[src/rtl/note_lane_shifter.sv]
// rtl/note_lane_shifter.sv - 16-cell red/blue note lane with pending spawn slot,
// judge window on cells 1..5, delete-before-shift ordering and saturating miss count.
module note_lane_shifter #(
   parameter int STEP_DIV = 2500000,
   parameter int LANE_LEN = 16
) (
   input  logic                clk,
   input  logic                rst,
   input  logic                run,
   input  logic                spawn_valid,
   input  logic                spawn_color,
   output logic                spawn_ready,
   input  logic                delete_note,
   output logic [2:0]          offset,
   output logic                node_R,
   output logic                node_B,
   output logic [LANE_LEN-1:0] lane_red,
   output logic [LANE_LEN-1:0] lane_blue,
   output logic                miss,
   output logic [7:0]          miss_count
);

   localparam int CW = (STEP_DIV > 2) ? $clog2(STEP_DIV) : 1;
   localparam logic [CW-1:0] CNT_MAX = CW'(STEP_DIV - 1);

   logic [CW-1:0]       cnt_q, cnt_d;
   logic [LANE_LEN-1:0] red_q, red_d;
   logic [LANE_LEN-1:0] blue_q, blue_d;
   logic                pend_valid_q, pend_valid_d;
   logic                pend_color_q, pend_color_d;
   logic                miss_q, miss_d;
   logic [7:0]          miss_count_q, miss_count_d;

   logic                tick;
   logic                accept;
   logic                head_found;
   logic [2:0]          head_idx;
   logic [LANE_LEN-1:0] red_del;
   logic [LANE_LEN-1:0] blue_del;

   // Head = lowest occupied cell in the judge window (cells 1..5).
   always_comb begin
      head_found = 1'b0;
      head_idx   = 3'd0;
      for (int i = 1; i <= 5; i++) begin
         if (!head_found && (red_q[i] || blue_q[i])) begin
            head_found = 1'b1;
            head_idx   = 3'(i);
         end
      end
   end

   always_comb begin
      offset = 3'd0;
      node_R = 1'b0;
      node_B = 1'b0;
      if (head_found) begin
         offset = 3'd6 - head_idx;
         node_R = red_q[head_idx];
         node_B = blue_q[head_idx];
      end
   end

   assign tick   = run && (cnt_q == CNT_MAX);
   assign accept = spawn_valid && !pend_valid_q;

   always_comb begin
      cnt_d = cnt_q;
      if (run) begin
         cnt_d = tick ? '0 : cnt_q + 1'b1;
      end
   end

   // The delete is applied to the pre-edge image first, so a shift in the
   // same cycle moves the already-cleared lane and cannot report a miss.
   always_comb begin
      red_del  = red_q;
      blue_del = blue_q;
      if (delete_note && head_found) begin
         red_del[head_idx]  = 1'b0;
         blue_del[head_idx] = 1'b0;
      end
   end

   always_comb begin
      red_d  = red_del;
      blue_d = blue_del;
      miss_d = 1'b0;
      if (tick) begin
         red_d  = {pend_valid_q && !pend_color_q, red_del[LANE_LEN-1:1]};
         blue_d = {pend_valid_q &&  pend_color_q, blue_del[LANE_LEN-1:1]};
         miss_d = red_del[1] || blue_del[1];
      end
   end

   // A spawn accepted in a tick cycle lands in the slot the tick just emptied.
   always_comb begin
      pend_valid_d = pend_valid_q;
      pend_color_d = pend_color_q;
      if (accept) begin
         pend_valid_d = 1'b1;
         pend_color_d = spawn_color;
      end else if (tick) begin
         pend_valid_d = 1'b0;
      end
   end

   always_comb begin
      miss_count_d = miss_count_q;
      if (miss_d && (miss_count_q != 8'hff)) begin
         miss_count_d = miss_count_q + 8'd1;
      end
   end

   always_ff @(posedge clk) begin
      if (!rst) begin
         cnt_q        <= '0;
         red_q        <= '0;
         blue_q       <= '0;
         pend_valid_q <= 1'b0;
         pend_color_q <= 1'b0;
         miss_q       <= 1'b0;
         miss_count_q <= 8'd0;
      end else begin
         cnt_q        <= cnt_d;
         red_q        <= red_d;
         blue_q       <= blue_d;
         pend_valid_q <= pend_valid_d;
         pend_color_q <= pend_color_d;
         miss_q       <= miss_d;
         miss_count_q <= miss_count_d;
      end
   end

   assign spawn_ready = !pend_valid_q;
   assign lane_red    = red_q;
   assign lane_blue   = blue_q;
   assign miss        = miss_q;
   assign miss_count  = miss_count_q;

endmodule
[config.mk]
export PLATFORM = sky130hd
export DESIGN_NAME = note_lane_shifter
export DESIGN_NICKNAME = d
export VERILOG_FILES = /design/src/rtl/note_lane_shifter.sv
export SDC_FILE = /design/constraint.sdc
export NUM_CORES = 1
export LEC_CHECK = 0
export CAP_MARGIN = 30
export CORE_MARGIN = 4
export CORE_UTILIZATION = 56
export DETAILED_ROUTE_END_ITERATION = 16
export DONT_BUFFER_PORTS = 1
export MAX_ROUTING_LAYER = met4
export PLACE_DENSITY = 0.74
export SETUP_SLACK_MARGIN = 0.1
export SKIP_CTS_REPAIR_TIMING = 1
export SLEW_MARGIN = 25
export SYNTH_ARGS = -nofsm -noshare
export SYNTH_HDL_FRONTEND = slang
export SYNTH_SLANG_ARGS = --single-unit
[constraint.sdc]
create_clock -name clk -period 2.14 [get_ports clk]
set_input_delay 0.428 -clock clk [delete_from_list [all_inputs] [get_ports clk]]
set_output_delay 0.428 -clock clk [all_outputs]
set_load 0.05 [all_outputs]
==> flow_summary.yaml <==
layout:
  mostFrequentLayoutCell: "nand2_1"
  regArea_um2: 1340
  utilization: 0.774
  diodes: 0
  syn2layout_area_growth_pct: 31.0
  fin_cells: 474
  num-fill-cells: 343
  layout_common_cells: "nand2_1, dfxtp_1, buf_4, nor2_1, a21oi_1"
  drive_gt1_frac: 0.280
  multiInputGateArea_um2: 1640
  nets: 410
  stdcell_area_um2: 3750
critical_path:
  cp.arrival_ns: 1.81
  max_stage_delay_ns: 0.37
  critPathMaxFanout: 5
  r2r-end: "miss_count[4]$_SDFFE_PN0P_"
  r2r_cells: 5
  ff2ff_setup_slack_ns: 0.09
  r2r-start: "cnt_q[14]$_SDFFE_PN0P_"
  worstPathRequired_ns: 1.71
  critical_path_class: "register to output port"
  crit_family: "compound AO/OA/AOI/OAI gates"
  cp_slowest_cell: "dfxtp_4"
  critPathLaunchType: "register"
  cp_cell_sequence: "nor4_4, buf_4, o21bai_1, a221oi_2, a31oi_4, buf_12"
  critPathBufInv: 2
  end_kind: "output port"
worst_hold_path:
  hold_path_end: "lane_red[5]$_SDFF_PN0_"
  holdPathStages: 2
  hold_start: "rst"
  hold_path_class: "input pin to register"
global_route:
  grt_pass1_vias: 2492
  grtUsageTotal: 0.232
  grt_first_pass_wirelength_um: 11300
  grt_overflow_total: 0
  grt_max_degree: 38
  antenna_found_initial: 0
sta:
  final.setup.tns_ns: -0.182
  hold_viol: 0
  fin_ws_ns: -0.0952
  setup_viol: 2
  worstMarginPinSlew_ns: 0.717
  period_share: 1.04
  rsz0062_at_grt: "yes"
  timing.fmax_ghz: 0.447
  fin_skew_ns: 0.0105
  slew_headroom: 0.521
  layout_min_cycle_time_ns: 2.24
  drv_slew: 0
power_and_ir_drop:
  p_seq_frac: 0.541
  peakVddDrop_v: 0.000530
  p_comb_frac: 0.027
  pwr-share-clk: 0.433
  leakage_nw: 1.37
  p_sw_w: 0.000547
  power.density_nw_per_um2: 596
  intPower_w: 0.00169
  power_switching_share: 0.244
logic_synthesis:
  syn_inst: 360
  avgSynthCellArea_um2: 7.96
  synthMuxAreaShare: 0.00349
  synth_top_family_by_area: "simple AND/OR/NAND/NOR gates"
  yosys_register_bits: 65
  ys_warn_count: 0
  ys_types: 45
  synth_edf_count: 0
  ys_async_sr_fraction: 0
  synthAdderAreaFrac: 0.00873
  synthXorXnorAreaFrac: 0.0611
  syn_area_um2: 2870
  synth-simple-area-share: 0.296
  synth-main-ff-cell: "dfxtp_1"
  synth_compound_area_frac: 0.139
  mappedNetlistNets: 368
  seq_area_frac_synth: 0.454
placed_design:
  place_area_um2: 3370
  dp_cells: 448
  hpwl_um: 4730
  port_buffers: 0
  gp_congestion: 0.837
clock_network:
  cts_max_path_buffers: 2
  htreeDepth: 3
  clkLatencyLatePin_ns: 0.34
  clock-sinks: 65
  path_clk_slew_ns: 0.08
  cts_tree: "built"
  cts-root-buf: "clkbuf_8"
  cts_buffers: 9
drt:
  wl_per_cell_um: 16.0
  drc: 0
  wl_um: 7560
  vias: 2795
  viasPerCell: 5.90
  drtAntennaViolNets: 0
  drt_iter0_drc: 251
  dr.pass1.iters: 5
flow_run:
  drv_cap: 0
floorplanning:
  initial_utilization: 0.591
  ioPinCount: 53
  core_um2: 4850
  fp.dieH_um: 79.5
  die_w_um: 79.5
  num_rows: 25
  design.die.area_um2: 6330
status:
  status: "complete, but fails checks"
  violations: "setup timing"
## per-layer routing
metal  wire, µm  part of all wire  vias to the layer above  track usage
met5          0                 0                        -            -
met4        182             0.024                        0        0.115
met3        640             0.085                       16       0.0609
met2       3480              0.46                      121        0.351
met1       3260              0.43                     1324        0.286
li1           -                 -                     1334            -
## stage by stage
step	setup WS [ns]	total power [W]	hold slack (ns)
after floorplan	-0.320	0.00129	0.453
after global placement	0.0620	0.00129	0.477
after detailed placement	0.0125	0.00130	0.483
after CTS	-0.223	0.00225	0.207
after global routing	-0.188	0.00232	0.219
final	-0.0952	0.00224	0.234
## synth_stat cells, types with 3 or more instances
library cell / number / share of area
nor2_1: 45 / 0.059
nor3_1: 8 / 0.014
xor2_1: 15 / 0.046
and4_1: 3 / 0.0092
a21oi_1: 36 / 0.063
o31ai_1: 4 / 0.010
nor4_1: 5 / 0.011
or2_2: 3 / 0.0066
nand2_1: 58 / 0.076
o21ai_0: 6 / 0.010
dfxtp_1: 65 / 0.45
nand2b_1: 4 / 0.0087
xnor2_1: 5 / 0.015
or3_1: 5 / 0.011
nand4_1: 8 / 0.017
inv_1: 7 / 0.0092
a31oi_1: 9 / 0.020
and3_1: 3 / 0.0066
nand3_1: 20 / 0.035
clkbuf_1: 19 / 0.025
## kinds of logic (layout without fill, tap and decap cells)
family	Yosys count	count (layout)
AO/OA/AOI/OAI	67	67
XOR/XNOR	20	20
adder cells (fa/ha/maj)	2	2
buffers and inverters	28	75
flip-flops	65	65
multiplexers	1	1
AND/OR/NAND/NOR	177	177
## how the worst max path moves through the flow
stage,start,end,slack [ns],cells past startpoint
after floorplan,lane_red[4]$_SDFF_PN0_,node_B,-0.32,5
after global placement,cnt_q[14]$_SDFFE_PN0P_,miss_count[4]$_SDFFE_PN0P_,0.06,5
after detailed placement,cnt_q[14]$_SDFFE_PN0P_,miss_count[4]$_SDFFE_PN0P_,0.01,5
after CTS,lane_blue[4]$_SDFF_PN0_,node_R,-0.22,6
after global routing,lane_red[5]$_SDFF_PN0_,node_B,-0.19,6
final,lane_red[5]$_SDFF_PN0_,node_B,-0.1,6
## power groups by stage
| stage | clock [W] | sequential (W) | combinational [W] |
|---|---|---|---|
| 2_1_floorplan | 0 | 0.00124 | 0.0000448 |
| 3_3_place_gp | 0 | 0.00124 | 0.0000509 |
| 3_5_place_dp | 0 | 0.00124 | 0.0000515 |
| 4_1_cts | 0.000986 | 0.00122 | 0.0000525 |
| 5_1_grt | 0.00104 | 0.00121 | 0.0000665 |
| 6_report | 0.000968 | 0.00121 | 0.0000599 |
## flip-flops by register name, summed over array words and instances, names as in the netlist
name	count
lane_red	16
lane_blue	16
cnt_q	22
pend_color_q	1
miss_count	8
pend_valid_q	1
miss	1
## worst register-to-register path: cells and delay by family, from the launching register on
kind             cells  cell delay [ns]
flip-flops           1             0.34
AND/OR/NAND/NOR      4             1.50
AO/OA/AOI/OAI        1             0.14
## final cells by class
type                       instances  area share
sequential                        65       0.357
clock buffer                      10      0.0367
timing repair buffer              51       0.125
clock inverter                     6      0.0123
tap                               67      0.0223
inverter                           8     0.00800
multi-input combinational        267       0.438
Power figures use the tool's default switching activity.
